[src/rtl/alarm_seq_pkg.sv]
// Purpose: shared constants, op/state enums and write-data helpers for the alarm APB sequencer.
// Latency: n/a (declarations only).
// Backpressure: n/a.
package alarm_seq_pkg;

    localparam logic [31:0] ADDR_TIME      = 32'h0000_0000;
    localparam logic [31:0] ADDR_ALARM     = 32'h0000_0004;
    localparam logic [31:0] ADDR_READ_TIME = 32'h0000_0008;
    localparam logic [31:0] ADDR_ALARM_OFF = 32'h0000_000C;

    // Bit in the time register that strobes the written value into the clock.
    localparam int TIME_LOAD_BIT = 16;

    typedef enum logic [1:0] {
        OP_SET_TIME  = 2'd0,
        OP_SET_ALARM = 2'd1,
        OP_GET_TIME  = 2'd2,
        OP_ALARM_OFF = 2'd3
    } op_e;

    typedef enum logic [2:0] {
        IDLE   = 3'd0,
        SETUP  = 3'd1,
        ACCESS = 3'd2,
        GAP    = 3'd3,
        RESP   = 3'd4
    } state_e;

    // APB address for a command.
    function automatic logic [31:0] op_addr(input op_e op);
        case (op)
            OP_SET_TIME:  return ADDR_TIME;
            OP_SET_ALARM: return ADDR_ALARM;
            OP_GET_TIME:  return ADDR_READ_TIME;
            default:      return ADDR_ALARM_OFF;
        endcase
    endfunction

    // Write data for a command; SET_TIME toggles the load bit high/low/high
    // across its three writes so the slave sees a clean load edge.
    function automatic logic [31:0] op_wdata(input op_e op, input logic [31:0] d,
                                             input logic [1:0] idx);
        logic [31:0] load_mask;
        load_mask = 32'h1 << TIME_LOAD_BIT;
        case (op)
            OP_SET_TIME:  return (idx == 2'd1) ? (d & ~load_mask) : (d | load_mask);
            OP_SET_ALARM: return d;
            OP_GET_TIME:  return 32'h0;
            default:      return 32'h1;
        endcase
    endfunction

endpackage

[src/rtl/alarm_apb_sequencer.sv]
// Purpose: turns alarm/time commands into APB master transfers (SET_TIME = 3 spaced writes).
// Latency: single-access ops respond 3 cycles after accept with zero-wait slave; SET_TIME 7+2*GAP_CYCLES.
// Backpressure: one command in flight; cmd_ready only in IDLE, requests while busy are dropped; no rsp backpressure.
module alarm_apb_sequencer
    import alarm_seq_pkg::*;
#(
    parameter int GAP_CYCLES     = 5,
    parameter int TIMEOUT_CYCLES = 16
) (
    input  logic        pclk_i,
    input  logic        preset_i,
    input  logic        cmd_valid_i,
    output logic        cmd_ready_o,
    input  logic [1:0]  cmd_op_i,
    input  logic [31:0] cmd_data_i,
    output logic        rsp_valid_o,
    output logic [31:0] rsp_data_o,
    output logic        rsp_err_o,
    output logic [31:0] paddr_o,
    output logic        psel_o,
    output logic        penable_o,
    output logic        pwrite_o,
    output logic [31:0] pwdata_o,
    output logic [3:0]  pstrb_o,
    input  logic [31:0] prdata_i,
    input  logic        pready_i,
    input  logic        pslverr_i
);

    // Counter reload values: the counter counts down to zero inclusive,
    // so loading N-1 yields exactly N cycles.
    localparam logic [7:0] GAP_LOAD     = 8'(GAP_CYCLES - 1);
    localparam logic [7:0] TIMEOUT_LOAD = 8'(TIMEOUT_CYCLES - 1);

    state_e      state, state_n;
    op_e         op_q, op_n;
    logic [31:0] data_q, data_n;
    logic [1:0]  idx_q, idx_n;
    logic [7:0]  cnt_q, cnt_n;       // shared gap / access-timeout down-counter
    logic [31:0] rsp_data_q, rsp_data_n;
    logic        rsp_err_q, rsp_err_n;

    logic in_xfer;
    logic is_write;
    logic last_write;

    // APB outputs are decoded from latched command state, so they are stable through SETUP and ACCESS.
    always_comb begin
        in_xfer     = (state == SETUP) || (state == ACCESS);
        is_write    = (op_q != OP_GET_TIME);
        last_write  = (op_q != OP_SET_TIME) || (idx_q == 2'd2);
        psel_o      = in_xfer;
        penable_o   = (state == ACCESS);
        paddr_o     = in_xfer ? op_addr(op_q) : 32'h0;
        pwrite_o    = in_xfer && is_write;
        pwdata_o    = in_xfer ? op_wdata(op_q, data_q, idx_q) : 32'h0;
        pstrb_o     = (in_xfer && is_write) ? 4'hF : 4'h0;
        cmd_ready_o = (state == IDLE) && !preset_i;
        rsp_valid_o = (state == RESP);
        rsp_data_o  = rsp_data_q;
        rsp_err_o   = rsp_err_q;
    end

    // Next-state, counter and response computation.
    always_comb begin
        state_n    = state;
        op_n       = op_q;
        data_n     = data_q;
        idx_n      = idx_q;
        cnt_n      = cnt_q;
        rsp_data_n = rsp_data_q;
        rsp_err_n  = rsp_err_q;
        case (state)
            IDLE: begin
                if (cmd_valid_i) begin
                    op_n    = op_e'(cmd_op_i);
                    data_n  = cmd_data_i;
                    idx_n   = 2'd0;
                    state_n = SETUP;
                end
            end
            SETUP: begin
                cnt_n   = TIMEOUT_LOAD;
                state_n = ACCESS;
            end
            ACCESS: begin
                if (pready_i) begin
                    if (pslverr_i || last_write) begin
                        // Response fields change only on entry to RESP so they hold between responses.
                        state_n    = RESP;
                        rsp_err_n  = pslverr_i;
                        rsp_data_n = is_write ? 32'h0 : prdata_i;
                    end else begin
                        state_n = GAP;
                        cnt_n   = GAP_LOAD;
                        idx_n   = idx_q + 2'd1;
                    end
                end else if (cnt_q == 8'd0) begin
                    state_n    = RESP;
                    rsp_err_n  = 1'b1;
                    rsp_data_n = 32'h0;
                end else begin
                    cnt_n = cnt_q - 8'd1;
                end
            end
            GAP: begin
                if (cnt_q == 8'd0) begin
                    state_n = SETUP;
                end else begin
                    cnt_n = cnt_q - 8'd1;
                end
            end
            RESP: begin
                state_n = IDLE;
            end
            default: begin
                state_n = IDLE;
            end
        endcase
    end

    // State and datapath registers; reset aborts any transfer without a response.
    always_ff @(posedge pclk_i) begin
        if (preset_i) begin
            state      <= IDLE;
            op_q       <= OP_SET_TIME;
            data_q     <= 32'h0;
            idx_q      <= 2'd0;
            cnt_q      <= 8'd0;
            rsp_data_q <= 32'h0;
            rsp_err_q  <= 1'b0;
        end else begin
            state      <= state_n;
            op_q       <= op_n;
            data_q     <= data_n;
            idx_q      <= idx_n;
            cnt_q      <= cnt_n;
            rsp_data_q <= rsp_data_n;
            rsp_err_q  <= rsp_err_n;
        end
    end

endmodule

[config.mk]
export PLATFORM = sky130hd
export DESIGN_NAME = alarm_apb_sequencer
export DESIGN_NICKNAME = d
export VERILOG_FILES = /design/src/rtl/alarm_seq_pkg.sv /design/src/rtl/alarm_apb_sequencer.sv
export SDC_FILE = /design/constraint.sdc
export NUM_CORES = 1
export LEC_CHECK = 0
export CORE_ASPECT_RATIO = 1.25
export CORE_MARGIN = 1
export CORE_UTILIZATION = 45
export CTS_CLUSTER_SIZE = 30
export DETAILED_ROUTE_END_ITERATION = 8
export PLACE_DENSITY = 0.86
export SETUP_SLACK_MARGIN = 0.2
export SLEW_MARGIN = 20
export SYNTH_ARGS = -nofsm -noshare
export SYNTH_HDL_FRONTEND = slang
export SYNTH_SLANG_ARGS = --single-unit
[constraint.sdc]
create_clock -name pclk_i -period 3.6 [get_ports pclk_i]
set_input_delay 0.36 -clock pclk_i [delete_from_list [all_inputs] [get_ports pclk_i]]
set_output_delay 0.36 -clock pclk_i [all_outputs]
set_load 0.03 [all_outputs]
### After elaboration in Yosys (flattened, before gate mapping)

Index checks and enable logic that the tools add are counted.

| operators by class | value |
|---|---|
| $add $sub $neg | 2 |
| equality and inequality tests | 16 |
| muxes and demuxes | 27 |
| reductions and logical operators | 18 |

Operators with widths:

| operator | number |
|---|---|
| $mux W32 | 6 |
| $pmux W32 S3 | 1 |
| $mux W8 | 3 |
| $pmux W8 S3 | 1 |
| $mux W17 | 1 |
| $mux W3 | 5 |
| $pmux W3 S4 | 1 |
| $pmux W4 S3 | 1 |
| $logic_not A8 Y1 | 1 |
| $ne A2 B2 Y1 const B | 4 |
| $sub A8 B1 Y8 const B | 1 |
| $eq A3 B2 Y1 const B | 2 |
| $mux W2 | 3 |
| $reduce_and A3 Y1 | 2 |
| $reduce_bool A2 Y1 | 3 |
| $eq A2 B1 Y1 const B | 2 |
| $eq A2 B2 Y1 const B | 2 |
| $mux W4 | 1 |
| $ne A2 B1 Y1 const B | 2 |
| $pmux W2 S2 | 1 |
| $reduce_and A2 Y1 | 2 |
| $reduce_and A4 Y1 | 1 |
| $eq A3 B1 Y1 const B | 1 |
| $eq A3 B3 Y1 const B | 1 |
| other kinds (10) | 15 |

| storage, ports and cells | value |
|---|---|
| register bits | 80 |
| input bits | 71 |
| output and inout port bits | 106 |
| logic and storage cells | 70 |

### Longest topological paths before layout

| depth | value |
|---|---|
| depth after elaboration | 6 |
| mapped depth | 7 |
| mapped depth without buffers | 6 |

### Worst setup path before layout

OpenSTA, ideal clock, no wires.

| timing | value |
|---|---|
| path kind | reg-to-output |
| start | register state[1] |
| end | output port pstrb_o[0] |
| data arrival time | 1.962 ns |
| data required time | 3.240 ns |
| slack | 1.278 ns |
| cell stages (with the launch flop) | 7 |
| buffers on the path | 2 |
| cells stage by stage | dfxtp_1 -> buf_2 -> xnor2_1 -> nor2_1 -> and2_1 -> or2_2 -> buf_4 |

| between the ends | value |
|---|---|
| word-level cells in the longest chain between the ends | 4 |
| elaborated cells on any way between the ends | 5 |
| classes of those cells | eq/ne: 2; mux: 1; reduce/logical: 2 |

Ends and longest elaborated chain:

| what | RTL line | text |
|---|---|---|
| start: declaration | alarm_apb_sequencer.sv:35 | `state_e state, state_n;` |
| start signal: assignment | alarm_apb_sequencer.sv:133 | `state <= state_n;` |
| $eq A3 B1 Y1 / $eq A3 B2 Y1 (equally long branches) | alarm_apb_sequencer.sv:49 | `in_xfer = (state == SETUP) \|\| (state == ACCESS);` |
| $logic_or A1 B1 Y1 (*) | alarm_apb_sequencer.sv:49 |  |
| via psel_o | alarm_apb_sequencer.sv:20 | `output logic psel_o,` |
| $logic_and A1 B1 Y1 (*) | -- |  |
| via pwrite_o | alarm_apb_sequencer.sv:22 | `output logic pwrite_o,` |
| $mux W4 (*) | alarm_apb_sequencer.sv:57 | `pstrb_o = (in_xfer && is_write) ? 4'hF : 4'h0;` |
| end: declaration | alarm_apb_sequencer.sv:24 | `output logic [3:0] pstrb_o,` |

Mark *: on every way through the listed nets, which the timed path passes. The rest lies on a longest branch.

### Worst setup path after layout

| timing | value |
|---|---|
| start | register state[1] |
| end | output port pstrb_o[1] |

| between the ends | value |
|---|---|
| word-level cells in the longest chain between the ends | 4 |
| elaborated cells on any way between the ends | 5 |
| classes of those cells | eq/ne: 2; mux: 1; reduce/logical: 2 |

Ends and longest elaborated chain:

| what | RTL line |
|---|---|
| $eq A3 B1 Y1 / $eq A3 B2 Y1 (equally long branches) | alarm_apb_sequencer.sv:49 |
| $logic_or A1 B1 Y1 (*) | alarm_apb_sequencer.sv:49 |
| $logic_and A1 B1 Y1 (*) | alarm_apb_sequencer.sv:57 |
| $mux W4 (*) | alarm_apb_sequencer.sv:57 |

Mark *: on every way between the ends. The rest lies on a longest branch, timed or not.

==> flow_metrics.tcl <==
set metrics [dict create \
    grt_setup_unrepaired "no" \
    min_from "data_q[21]$_SDFFE_PP0P_" \
    cts_max_level 3 \
    clock_sinks 80 \
    synth_area_leaders "dfxtp_1 (42%), nand2_1 (14%), mux2i_1 (8.6%)" \
    ys_seq_area_share_pct 41.8 \
    hp-class "reg -> reg" \
    synth_top_area_share_pct 41.8 \
    layout-drive-gt1-share_pct 5.79 \
    arrival_ns 2.58 \
    coreArea_sq_um 8240 \
    synth_xor_area_share_pct 0.457 \
    setup-tns-final_ns 0 \
    holdPathStages 2 \
    clockRootBuffer "clkbuf_8" \
    slew_violations 0 \
    finalCritPeriodShare_pct 81.6 \
    rows 37 \
    vias 3529 \
    drc 13 \
    grt-ovfl-total 0 \
    antenna_left 0 \
    period_needed_ns 2.94 \
    crit_start "state[1]$_SDFFE_PP0P_" \
    fin_area_sq_um 5440 \
    cp.required_ns 3.24 \
    synth-compound-area-share_pct 10.7 \
    worstRegToRegCells 7 \
    avgRoutedWirePerCell_um 13.4 \
    yosysTopAreaCell "dfxtp_1" \
    die-area_sq_um 8890 \
    whs_ns 0.454 \
    synthFlopType "dfxtp_1" \
    hold_buffers 0 \
    ir_drop_mv 0.273 \
    crit_path_end_kind "primary output" \
    synth.yosys.warnings 0 \
    violations "design-rule violations" \
    ctsResizeCount 0 \
    cp_max_fo 26 \
    finalSetupViolations 0 \
    finalWeightedCongestion 0.840 \
    numPortBuffers 146 \
    synthAdderAreaFrac_pct 0.980 \
    skew_ns 0.00886 \
    finalWirelength_mm 9.37 \
    status "finished with violations" \
    fin_cells 701 \
    ys_ff_latch 80 \
    dp_hpwl_mm 6.73 \
    dpl.cell_count 685 \
    critPathLaunchType "register" \
    final_common_cell "clkdlybuf4s50_1" \
    die_x_um 84.5 \
    die_y_um 105 \
    synth_enable_flop_cells 0 \
    syn_area_sq_um 3830 \
    cts_inserted_buffers 9 \
    synth_mux_area_share_pct 8.62 \
    grt_max_degree 50 \
    worst_pin_slew_ns 0.532 \
    drt_iter0_drc 183 \
    fin_nets 673 \
    hold_violations 0 \
    track_usage_pct 21.3 \
    maxCapViolCount 0 \
    postSynth.asyncResetShare_pct 0 \
    area_growth_pct 41.9 \
    insertion_delay_ns 0.34 \
    grt_pass1_vias 3386 \
    synth-simple-area-share_pct 26.3 \
    cts_tree "yes" \
    start_util_pct 46.5 \
    antenna_found_initial 0 \
    via_per_inst 5.03 \
    io-pin-count 177 \
    cts_setup_buffers 0 \
    yosysUniqueCellTypes 46 \
    grt_pass1_wl_mm 15.4 \
    cts.clk_slew.worst_paths_ns 0.08 \
    fmax_mhz 340 \
    clock_path_buffers 2 \
    power.leakage_nw 2.22 \
    relSlewSlack_pct 64.6 \
    synth_top_family_by_area "simple AND/OR/NAND/NOR gates" \
    synth_cells 469 \
    worstSetupPathType "reg -> out" \
    layout_common_cells "clkdlybuf4s50_1 (145), nand2_1 (138), dfxtp_1 (80)" \
    diodes 0 \
    r2r-start "idx_q[0]$_SDFFE_PP0P_" \
    postPlaceCellArea_sq_um 5210 \
    post_synth.cell_area_avg_sq_um 8.17 \
    power_density_nw_per_um2 434 \
    dr.pass1.iters 9 \
]
cells by family after synthesis:
family / Yosys count
xor gates and xnor gates: 2
and+or+nand+nor: 214
buffers and inverters: 72
other: 1
DFF: 80
AOI/OAI and AO/OA: 64
adders and majority gates: 3
muxes: 33
power by group:
group	switching (mW)	total, mW	internal (mW)
clock network	0.336	0.748	0.412
logic	0.364	0.630	0.265
registers	0.0445	0.979	0.935
total	0.745	2.36	1.61
state kept, by name, summed over array words and instances (netlist names):
| register | flops |
|---|---|
| rsp_err_o | 1 |
| op_q | 2 |
| state | 3 |
| rsp_data_o | 32 |
| idx_q | 2 |
| cnt_q | 8 |
| data_q | 32 |
metrics by stage:
stage / util, % / setup slack [ns] / power (mW)
floorplan: - / 1.28 / 1.44
detailed placement: 63.2 / 1.02 / 1.63
global route: 66.0 / 0.463 / 2.46
global placement: 63.2 / 1.14 / 1.61
CTS: 66.0 / 0.631 / 2.37
finish: 66.0 / 0.661 / 2.36
worst max-delay path: stages, from the launching register on:
cell,delay (ns)
dfxtp_1,0.58
xnor2_1,0.19
nor3_2,0.31
buf_4,0.29
or2_2,0.19
clkdlybuf4s50_1,0.67
Yosys cell counts, drive strengths merged (2+ instances only):
library cell / number
a2111oi: 2
a21oi: 43
a31oi: 2
and2: 34
and3: 2
buf: 41
clkbuf: 22
dfxtp: 80
ha: 3
inv: 9
mux2i: 33
nand2: 138
nand2b: 4
nand3: 9
nand4: 2
nor2: 6
nor2b: 2
nor3: 7
nor4: 3
o211ai: 2
o21a: 2
o21ai: 4
o32ai: 2
or3: 2
xnor2: 2
final timing paths:
check | slack, ns | endpoint
min reg2reg | 0.45 | data_q[21]$_SDFFE_PP0P_
max | 0.66 | pstrb_o[1]
max reg2reg | 1.34 | rsp_data_o[26]$_SDFFE_PP0P_
min | 0.45 | data_q[21]$_SDFFE_PP0P_
layer usage:
| metal | global-route usage [%] | routed length (um) | vias up |
|---|---|---|---|
| met5 | 0 | 0 | - |
| met4 | 8.96 | 177 | 0 |
| met3 | 7.42 | 841 | 13 |
| met2 | 37.0 | 4600 | 143 |
| met1 | 23.5 | 3750 | 1636 |
| li1 | - | - | 1737 |
area by class of cell:
cell class	count	area, sq um
Inverter	9	33.8
Multi-Input combinational cell	346	1940
Fill cell	689	2810
Clock buffer	10	138
Sequential cell	80	1600
Tap cell	97	121
Timing Repair Buffer	153	1510
Clock inverter	6	90.1
(Power assumes the default switching activity.)
